## src/rtl/reg_read_fwd_unit_if.sv

```systemverilog
// Operand-resolution bus between regfile / pipeline stages and the ID-stage read/forward unit.
// Latency: purely a bundle of wires; no storage.
// Backpressure: the unit answers with stall; the master must hold ID while stall is high.
interface reg_read_fwd_unit_if #(
  parameter int READ_PORTS = 2,
  parameter int FWD_STAGES = 3,
  parameter int ADDR_WIDTH = 5,
  parameter int DATA_WIDTH = 32
);
  logic [READ_PORTS-1:0]            read_en;
  logic [READ_PORTS*ADDR_WIDTH-1:0] read_addr;
  logic [READ_PORTS*DATA_WIDTH-1:0] reg_data;
  logic [FWD_STAGES-1:0]            fwd_en;
  logic [FWD_STAGES*ADDR_WIDTH-1:0] fwd_addr;
  logic [FWD_STAGES*DATA_WIDTH-1:0] fwd_data;
  logic [FWD_STAGES-1:0]            fwd_valid;
  logic                             lat_issue;
  logic [ADDR_WIDTH-1:0]            lat_issue_addr;
  logic                             lat_done;
  logic [DATA_WIDTH-1:0]            lat_done_data;
  logic                             flush;
  logic [READ_PORTS*DATA_WIDTH-1:0] read_data;
  logic                             stall;
  logic                             lat_busy;

  modport master (
    output read_en, read_addr, reg_data, fwd_en, fwd_addr, fwd_data, fwd_valid,
           lat_issue, lat_issue_addr, lat_done, lat_done_data, flush,
    input  read_data, stall, lat_busy
  );

  modport slave (
    input  read_en, read_addr, reg_data, fwd_en, fwd_addr, fwd_data, fwd_valid,
           lat_issue, lat_issue_addr, lat_done, lat_done_data, flush,
    output read_data, stall, lat_busy
  );
endinterface

```

## src/rtl/reg_read_fwd_unit.sv

```systemverilog
// Resolves ID-stage register reads against in-order forwarding stages and one pending long-latency op.
// Latency: operands and stall are combinational (zero cycles); scoreboard updates on posedge clk.
// Backpressure: stall is raised on any unresolved RAW hazard; state does not depend on stall.
// Optional REG_FWD_PERF_EN adds perf_stall_cnt / perf_fwd_cnt event counters.
module reg_read_fwd_unit #(
  parameter int READ_PORTS = 2,
  parameter int FWD_STAGES = 3,
  parameter int ADDR_WIDTH = 5,
  parameter int DATA_WIDTH = 32
) (
  input  logic                 clk,
  input  logic                 rst,
  reg_read_fwd_unit_if.slave   bus
`ifdef REG_FWD_PERF_EN
  ,
  output logic [31:0]          perf_stall_cnt,
  output logic [31:0]          perf_fwd_cnt
`endif
);

  logic                  pend_valid;
  logic [ADDR_WIDTH-1:0] pend_addr;

  logic [READ_PORTS*DATA_WIDTH-1:0] read_data_c;
  logic [READ_PORTS-1:0]            hazard;
  logic [READ_PORTS-1:0]            fwd_matched;
`ifdef REG_FWD_PERF_EN
  logic [READ_PORTS-1:0]            fwd_hit;
  logic [31:0]                      fwd_inc;
`endif

  // Scoreboard: flush cancels, a new issue beats a same-cycle done (that done belongs to the older op).
  always_ff @(posedge clk) begin
    if (!rst) begin
      pend_valid <= 1'b0;
      pend_addr  <= '0;
    end else if (bus.flush) begin
      pend_valid <= 1'b0;
    end else if (bus.lat_issue && (bus.lat_issue_addr != '0)) begin
      pend_valid <= 1'b1;
      pend_addr  <= bus.lat_issue_addr;
    end else if (bus.lat_done) begin
      pend_valid <= 1'b0;
    end
  end

  // Per-port resolution: youngest matching stage wins, then the pending long op, then the regfile.
  always_comb begin
    read_data_c = '0;
    hazard      = '0;
    fwd_matched = '0;
`ifdef REG_FWD_PERF_EN
    fwd_hit     = '0;
`endif
    for (int p = 0; p < READ_PORTS; p++) begin
      if (bus.read_en[p] && (bus.read_addr[p*ADDR_WIDTH +: ADDR_WIDTH] != '0)) begin
        for (int s = 0; s < FWD_STAGES; s++) begin
          if (!fwd_matched[p] && bus.fwd_en[s] &&
              (bus.fwd_addr[s*ADDR_WIDTH +: ADDR_WIDTH] == bus.read_addr[p*ADDR_WIDTH +: ADDR_WIDTH])) begin
            fwd_matched[p] = 1'b1;
            if (bus.fwd_valid[s]) begin
              read_data_c[p*DATA_WIDTH +: DATA_WIDTH] = bus.fwd_data[s*DATA_WIDTH +: DATA_WIDTH];
`ifdef REG_FWD_PERF_EN
              fwd_hit[p] = 1'b1;
`endif
            end else begin
              hazard[p] = 1'b1;
            end
          end
        end
        if (!fwd_matched[p]) begin
          if (pend_valid && (pend_addr == bus.read_addr[p*ADDR_WIDTH +: ADDR_WIDTH])) begin
            if (bus.lat_done) begin
              read_data_c[p*DATA_WIDTH +: DATA_WIDTH] = bus.lat_done_data;
`ifdef REG_FWD_PERF_EN
              fwd_hit[p] = 1'b1;
`endif
            end else begin
              hazard[p] = 1'b1;
            end
          end else begin
            read_data_c[p*DATA_WIDTH +: DATA_WIDTH] = bus.reg_data[p*DATA_WIDTH +: DATA_WIDTH];
          end
        end
      end
    end
  end

  assign bus.read_data = read_data_c;
  assign bus.stall     = |hazard;
  assign bus.lat_busy  = pend_valid;

`ifdef REG_FWD_PERF_EN
  // Number of ports served with valid bypassed data this cycle.
  always_comb begin
    fwd_inc = '0;
    for (int p = 0; p < READ_PORTS; p++) begin
      fwd_inc = fwd_inc + {31'd0, fwd_hit[p]};
    end
  end

  // Free-running event counters; only reset clears them, they wrap naturally.
  always_ff @(posedge clk) begin
    if (!rst) begin
      perf_stall_cnt <= '0;
      perf_fwd_cnt   <= '0;
    end else begin
      perf_stall_cnt <= perf_stall_cnt + {31'd0, bus.stall};
      perf_fwd_cnt   <= perf_fwd_cnt + fwd_inc;
    end
  end
`endif

endmodule

```

## src/flat_wrapper.sv

```systemverilog
// flat-port wrapper written by rule: the top's interface ports become plain ports
module reg_read_fwd_unit_flat 
#(
  parameter int READ_PORTS = 2,
  parameter int FWD_STAGES = 3,
  parameter int ADDR_WIDTH = 5,
  parameter int DATA_WIDTH = 32
)
  (clk, rst, bus_read_en, bus_read_addr, bus_reg_data, bus_fwd_en, bus_fwd_addr, bus_fwd_data, bus_fwd_valid, bus_lat_issue, bus_lat_issue_addr, bus_lat_done, bus_lat_done_data, bus_flush, bus_read_data, bus_stall, bus_lat_busy);
  reg_read_fwd_unit_if #(.READ_PORTS(READ_PORTS), .FWD_STAGES(FWD_STAGES), .ADDR_WIDTH(ADDR_WIDTH), .DATA_WIDTH(DATA_WIDTH)) bus_i ();
  input  logic clk;
  input  logic rst;
  input wire logic [$bits(bus_i.read_en)-1:0] bus_read_en;
  input wire logic [$bits(bus_i.read_addr)-1:0] bus_read_addr;
  input wire logic [$bits(bus_i.reg_data)-1:0] bus_reg_data;
  input wire logic [$bits(bus_i.fwd_en)-1:0] bus_fwd_en;
  input wire logic [$bits(bus_i.fwd_addr)-1:0] bus_fwd_addr;
  input wire logic [$bits(bus_i.fwd_data)-1:0] bus_fwd_data;
  input wire logic [$bits(bus_i.fwd_valid)-1:0] bus_fwd_valid;
  input wire logic [$bits(bus_i.lat_issue)-1:0] bus_lat_issue;
  input wire logic [$bits(bus_i.lat_issue_addr)-1:0] bus_lat_issue_addr;
  input wire logic [$bits(bus_i.lat_done)-1:0] bus_lat_done;
  input wire logic [$bits(bus_i.lat_done_data)-1:0] bus_lat_done_data;
  input wire logic [$bits(bus_i.flush)-1:0] bus_flush;
  output wire logic [$bits(bus_i.read_data)-1:0] bus_read_data;
  output wire logic [$bits(bus_i.stall)-1:0] bus_stall;
  output wire logic [$bits(bus_i.lat_busy)-1:0] bus_lat_busy;
  assign bus_i.read_en = bus_read_en;
  assign bus_i.read_addr = bus_read_addr;
  assign bus_i.reg_data = bus_reg_data;
  assign bus_i.fwd_en = bus_fwd_en;
  assign bus_i.fwd_addr = bus_fwd_addr;
  assign bus_i.fwd_data = bus_fwd_data;
  assign bus_i.fwd_valid = bus_fwd_valid;
  assign bus_i.lat_issue = bus_lat_issue;
  assign bus_i.lat_issue_addr = bus_lat_issue_addr;
  assign bus_i.lat_done = bus_lat_done;
  assign bus_i.lat_done_data = bus_lat_done_data;
  assign bus_i.flush = bus_flush;
  assign bus_read_data = bus_i.read_data;
  assign bus_stall = bus_i.stall;
  assign bus_lat_busy = bus_i.lat_busy;
  reg_read_fwd_unit #(.READ_PORTS(READ_PORTS), .FWD_STAGES(FWD_STAGES), .ADDR_WIDTH(ADDR_WIDTH), .DATA_WIDTH(DATA_WIDTH)) u_core (.clk(clk), .rst(rst), .bus(bus_i));
endmodule
```

## config.mk

```make
export PLATFORM = sky130hd
export DESIGN_NAME = reg_read_fwd_unit_flat
export DESIGN_NICKNAME = d
export VERILOG_FILES = /design/src/rtl/reg_read_fwd_unit_if.sv /design/src/rtl/reg_read_fwd_unit.sv /design/src/flat_wrapper.sv
export SDC_FILE = /design/constraint.sdc
export NUM_CORES = 1
export LEC_CHECK = 0
export CAP_MARGIN = 30
export CORE_UTILIZATION = 30
export CTS_CLUSTER_SIZE = 16
export DETAILED_ROUTE_END_ITERATION = 16
export GPL_ROUTABILITY_DRIVEN = 0
export PLACE_DENSITY = 0.7
export RECOVER_POWER = 50
export SYNTH_ARGS = -nofsm -noshare
export SYNTH_HDL_FRONTEND = slang
export SYNTH_SLANG_ARGS = --single-unit
```

## constraint.sdc

```tcl
create_clock -name clk -period 4.2 [get_ports clk]
set_clock_uncertainty 0.15 [all_clocks]
set_input_delay 1.05 -clock clk [delete_from_list [all_inputs] [get_ports clk]]
set_output_delay 1.05 -clock clk [all_outputs]
set_load 0.01 [all_outputs]
```

==> run metrics, run 1 <==
post-route setup slack -31.5 ps; status finished, violations left; Max IR drop VDD 235 uV; Post-synth top cells nand2_1 (135), o21ai_0 (75), clkbuf_1 (47); slowest CP cell o311a_1; count of final max-slew check failures 0; Root Buffer clkbuf_16; vias in the first global route 7050; Clock Path Buffers 2; Worst-path clk slew 30 ps; crit path DAT 3030 ps; WS Path Type input pin to output port; nature of the critical path endpoint output port; Cell Area, Synth 4440 um^2; diode count 0; Pwr per Cell Area 109 nW/um^2; Starting Density 0.307; ys flop type dfxtp_1; ys async rst share 0; FF-to-FF path depth 3; Worst setup SP type input pin; first-pass GRT wire length 38.5 mm; H-tree Lvls 1; Post-synth EDFFs 0; Max-cap violations 0; CP dominant cell by count clkbuf_4; Routed Antenna Nets 0; final WL 27.5 mm; DR vias/cell 5.84; Hold Slack 428 ps; crit path max fanout 5; # clock sinks 6; reg2reg end u_core.bus.lat_busy$_SDFFE_PP0P_; post-synthesis sequential area ratio 0.0270; total CTS buffers 3; Critical Path Start bus_read_addr[9]; GRT Overall Usage 0.327; accumulated negative setup slack -144 ps; Reg area 120 um^2; reg-to-reg startpoint u_core.bus.lat_busy$_SDFFE_PP0P_; Area Growth Syn to Fin 110%; crit path to bus_read_data[63]; net count after synthesis 982; top cell type by total area after synthesis nand2_1; Leak Pwr 3.63 nW; die height 124 um; Inst Count DP 1248; slowest stage delay, CP 360 ps; relative slew slack 0.699; # nets final 1354; Worst R2R Setup Slack 3140 ps; fin crit share 1.01; Ys Warns 0; RSZ-0062 raised after global routing yes; via count 7592; port buffer count 300; Iter 0 DRT Violations 720; Top Ports 301; post-layout min period 4230 ps; Skew-Pair Late Insertion Delay 230 ps; area taken by multi-input logic gates 4660 um^2; row count 44; worst-margin pin slew 452 ps; top achievable clock speed 236 MHz; antenna violations before repair 0; Core ar. 14500 um^2; die area 15300 um^2; Gate Count Post-Synth 747; CTS tree done; hold crit path type register to register; Pre-Repair DR Iteration Count 6; most frequent cell after synthesis nand2_1; worst endpoint required time 3000 ps; area share of the largest cell type after synthesis 0.114; Die Wd 124 um; Netlist cell types 58; fill count 1266; Final Hold Fails 0; layout cells sized above 1 0.340; violated checks negative setup slack; pin count of the biggest net entering global routing 34; DR DRC count 0; Setup violations, final 6; Synth Register Bits 6; Final HPWL DP 19.1 mm; crit path cell chain clkbuf_4, clkbuf_2, xor2_2, nor3_1, clkbuf_4, nand4b_1, mux2i_4, nor2_4, o311a_1, buf_2; Synth area leaders nand2_1 (11%), o21ai_0 (8.5%), a221oi_1 (5.1%), xor2_1 (4.5%), a21oi_1 (4.3%); Avg Cell Area, Syn 5.95 um^2; cts hold-fix bufs 0; DR WL/cell 21.1 um; Overflow after GRT 0; final std cells w/o fill 1301
report_power, final:
part	switching [W]	internal [W]	total [W]
Combinational	0.000360	0.000440	0.000799
Sequential	0.00000435	0.0000602	0.0000646
Clock	0.0000324	0.000122	0.000155
area by class of cell:
class,instances,share of cell area
clock buffer,3,0.00804
inverter,4,0.00161
multi-input combinational,654,0.499
sequential,6,0.0129
tap,184,0.0246
timing repair buffer,450,0.454
kinds of logic after synthesis:
kind of cell | count (synthesis) | synth area share
AOI/OAI and AO/OA | 228 | 0.346
xor gates and xnor gates | 40 | 0.0789
buffers and inverters | 88 | 0.0910
DFF | 6 | 0.0270
muxes | 11 | 0.0254
and+or+nand+nor | 374 | 0.432
routing by layer:
layer	track usage	part of all wire
met1	0.410	0.39
met2	0.568	0.49
met3	0.0495	0.085
met4	0.109	0.035
met5	0	0
flip-flops by register name, summed over array words and instances (netlist names):
signal / count
u_core.bus.lat_busy: 1
u_core.pend_addr: 5
worst min-delay path by stage:
| stage | start | endpoint | slack, ps | cells after the start |
|---|---|---|---|---|
| 2_1_floorplan | u_core.pend_addr[0]$_SDFFE_PN0P_ | u_core.pend_addr[0]$_SDFFE_PN0P_ | 390 | 2 |
| 3_3_place_gp | u_core.pend_addr[1]$_SDFFE_PN0P_ | u_core.pend_addr[1]$_SDFFE_PN0P_ | 410 | 2 |
| 3_5_place_dp | u_core.pend_addr[4]$_SDFFE_PN0P_ | u_core.pend_addr[4]$_SDFFE_PN0P_ | 430 | 2 |
| 4_1_cts | u_core.pend_addr[4]$_SDFFE_PN0P_ | u_core.pend_addr[4]$_SDFFE_PN0P_ | 440 | 2 |
| 5_1_grt | u_core.pend_addr[2]$_SDFFE_PN0P_ | u_core.pend_addr[2]$_SDFFE_PN0P_ | 450 | 2 |
| 6_report | u_core.pend_addr[2]$_SDFFE_PN0P_ | u_core.pend_addr[2]$_SDFFE_PN0P_ | 430 | 2 |
cell usage in the layout, fill, tap and decap left out, types with 17 or more instances in the layout:
cell type	instances
buf_2	63
a21oi_1	35
nand3_1	20
o21ai_0	69
clkdlybuf4s50_1	203
buf_4	102
a211oi_1	17
and3_1	17
nand2_1	125
a221oi_2	20
nor2_1	35
buf_12	22
buf_6	22
nor2b_1	24
nor3_1	24
per-stage QoR:
| stage | setup WS [ps] | power [W] | cell area, um^2 | utilization |
|---|---|---|---|---|
| 4_1_cts | 1.12 | 0.000964 | 8890 | 0.614 |
| 6_report | -31.5 | 0.00102 | 9340 | 0.645 |
| 2_1_floorplan | 216 | 0.000338 | 4440 | - |
| 5_1_grt | -102 | 0.00107 | 9340 | 0.645 |
| 3_5_place_dp | -907 | 0.000798 | 8340 | 0.576 |
| 3_3_place_gp | -839 | 0.000796 | 8340 | 0.576 |
critical path: cells and delay by family:
family          cells  cell delay, ps
compound gates      1             360
xor+xnor            1             140
buf+inv             4             650
mux                 1             310
simple gates        3             510
repair_timing:
action                                  4_1_cts  5_1_grt
pin swaps                                    38       66
endpoints found under the hold margin         0        0
gates resized for setup                     421      141
buffers inserted                             32       17
endpoints found under the setup margin       65       64
cloned                                        7        1
Power figures use the tool's default switching activity.
==> inputs of run 2 (changes only) <==
==> constraint.sdc (replaced) <==
create_clock -name clk -period 4.2 [get_ports clk]
set_clock_uncertainty 0.15 [all_clocks]
set_input_delay 0.63 -clock clk [delete_from_list [all_inputs] [get_ports clk]]
set_output_delay 0.63 -clock clk [all_outputs]
set_load 0.01 [all_outputs]
==> run 2 against run 1 <==
Compared with the run above: the run now ends clean; wire length is 12% lower; largest cell class unchanged; sequential cell count stayed put; sequential power shrank 1%; setup slack gained 110 ps; core utilization is 8.3 points lower; final cell count fell by 6.4%; die area stayed put; highest routed layer unchanged.
==> run metrics, run 2 (synthesis gave the netlist of run 1 again) <==
Area Growth Syn to Fin 83.4% (was 110%); antenna violations before repair 0 (unchanged); Worst-path clk slew 30 ps (about the same); via count 6981 (was 7592); utilization after layout 0.562 (was 0.645); DR WL/cell 19.8 um (was 21.1 um); DR DRC count 0 (unchanged); crit path cell chain clkdlybuf4s50_1, buf_4, xor2_1, nor4_1, and3_4, or3_1, buf_12, a21oi_1, nor4_1, clkdlybuf4s50_1 (was clkbuf_4, clkbuf_2, xor2_2, nor3_1, clkbuf_4, nand4b_1, mux2i_4, nor2_4, o311a_1, buf_2); Clock Path Buffers 2 (unchanged); Biggest register u_core.pend_addr (unchanged); Die Wd 124 um (unchanged); Max IR drop VDD 295 uV (was 235 uV); Top Ports 301 (unchanged); die height 124 um (unchanged); post-layout min period 4120 ps (was 4230 ps); Worst setup SP type input pin (unchanged); Skew-Pair Late Insertion Delay 220 ps (was 230 ps); Starting Density 0.307 (unchanged); cts hold-fix bufs 0 (unchanged); Inst Count DP 1214 (was 1248); worst endpoint required time 3420 ps (was 3000 ps); Hold Slack 425 ps (was 428 ps); crit path DAT 3340 ps (was 3030 ps); Worst R2R Setup Slack 3290 ps (was 3140 ps); Final Hold Fails 0 (unchanged); Routed Antenna Nets 0 (unchanged); # nets final 1271 (was 1354); Crit path max-delay family buffers and inverters (unchanged); crit path max fanout 10 (was 5); WS Path Type input pin to output port (unchanged); Pwr per Cell Area 114 nW/um^2 (was 109 nW/um^2); hold path cells 2 (unchanged); accumulated negative setup slack 0 ps (was -144 ps); pin count of the biggest net entering global routing 55 (was 34); count of final max-slew check failures 0 (unchanged); Largest register FFs 5 (unchanged); CTS tree done (unchanged); CP bufs+invs 4 (unchanged); nature of the critical path endpoint output port (unchanged); relative slew slack 0.633 (was 0.699); RSZ-0062 raised after global routing yes (unchanged); post-CTS setup buffer count 0 (was 32); # clock sinks 6 (unchanged); Iter 0 DRT Violations 756 (was 720); most common cell after layout, fill and taps aside clkdlybuf4s50_1 (unchanged); reg-to-reg startpoint u_core.bus.lat_busy$_SDFFE_PP0P_ (unchanged); total CTS buffers 3 (unchanged); Core ar. 14500 um^2 (unchanged); Setup violations, final 0 (was 6); worst-margin pin slew 550 ps (was 452 ps); vias in the first global route 6675 (was 7050); H-tree Lvls 1 (unchanged); first-pass GRT wire length 35.2 mm (was 38.5 mm); fin crit share 0.982 (was 1.01); total design power 0.000926 W (was 0.00102 W); top achievable clock speed 242 MHz (was 236 MHz); die area 15300 um^2 (unchanged); hold crit path type register to register (unchanged); Pre-Repair DR Iteration Count 5 (was 6); GRT Overall Usage 0.295 (was 0.327); reg2reg end u_core.bus.lat_busy$_SDFFE_PP0P_ (unchanged); port buffer count 300 (unchanged); Leak Pwr 3.05 nW (was 3.63 nW); slowest CP cell clkdlybuf4s50_1 (was o311a_1); layout cells sized above 1 0.114 (was 0.340); highest-count cells in the layout ignoring fill and taps clkdlybuf4s50_1 (257), nand2_1 (134), o21ai_0 (74) (was clkdlybuf4s50_1 (203), nand2_1 (125), buf_4 (102)); WHS Endpoint u_core.pend_addr[2]$_SDFFE_PN0P_ (unchanged); Max-cap violations 0 (unchanged); Final HPWL DP 18.5 mm (was 19.1 mm); FF-to-FF path depth 2 (was 3); row count 44 (unchanged); status finished clean (was finished, violations left); Overflow after GRT 0 (unchanged); final std cells w/o fill 1218 (was 1301); Root Buffer clkbuf_16 (unchanged); slowest stage delay, CP 610 ps (was 360 ps); final WL 24.1 mm (was 27.5 mm); HP Start u_core.pend_addr[2]$_SDFFE_PN0P_ (unchanged); DR vias/cell 5.73 (was 5.84); diode count 0 (unchanged)
run 2: routing by layer:
layer / up-vias / track usage / wire length, um
met4: 0 / 0.102 / 767
met3: 63 / 0.0591 / 2280
met1: 3180 / 0.361 / 9500
li1: 3323 / - / -
met2: 415 / 0.511 / 11500
met5: - / 0 / 0
run 2: layout make-up:
class	count	area [um^2]
clock buffer	3	75.1
fill	1417	6330
inverter	4	15.0
multi-input combinational	653	4020
sequential	6	120
tap	184	230
timing repair buffer	368	3680
run 2: worst max path at each step:
stage                          start           endpoint  slack [ps]  cells past startpoint
floorplan           bus_read_addr[6]  bus_read_data[37]        1060                     10
global placement    bus_read_addr[0]  bus_read_data[12]         -60                     10
detailed placement  bus_read_addr[7]  bus_read_data[57]         -40                     10
CTS                 bus_read_addr[8]  bus_read_data[59]           7                     10
global route        bus_read_addr[4]  bus_read_data[12]         -70                     11
finish              bus_read_addr[4]   bus_read_data[6]          80                     10
run 2: power breakdown:
group	internal [W]	switching [W]
registers	0.0000602	0.00000364
logic	0.000402	0.000309
clock network	0.000122	0.0000293
run 2: through the flow:
stage	area, um^2	setup WS (ps)
3_3_place_gp	8060	-58.5
3_5_place_dp	8060	-39.4
2_1_floorplan	4440	1060
4_1_cts	8150	6.90
5_1_grt	8140	-65.0
6_report	8140	75.1
run 2: repair_timing:
item | 4_1_cts | 5_1_grt
pin swaps | 0 | 3
gates cloned | 0 | 1
hold endpoints to repair | 0 | 0
resized for setup | 5 | 49
setup endpoints to repair | 14 | 54
run 2: worst reg2reg max path, cell delays in order, from the launching register on:
cell      delay, ps
dfxtp_1         430
nand2b_1        140
a21oi_1         130
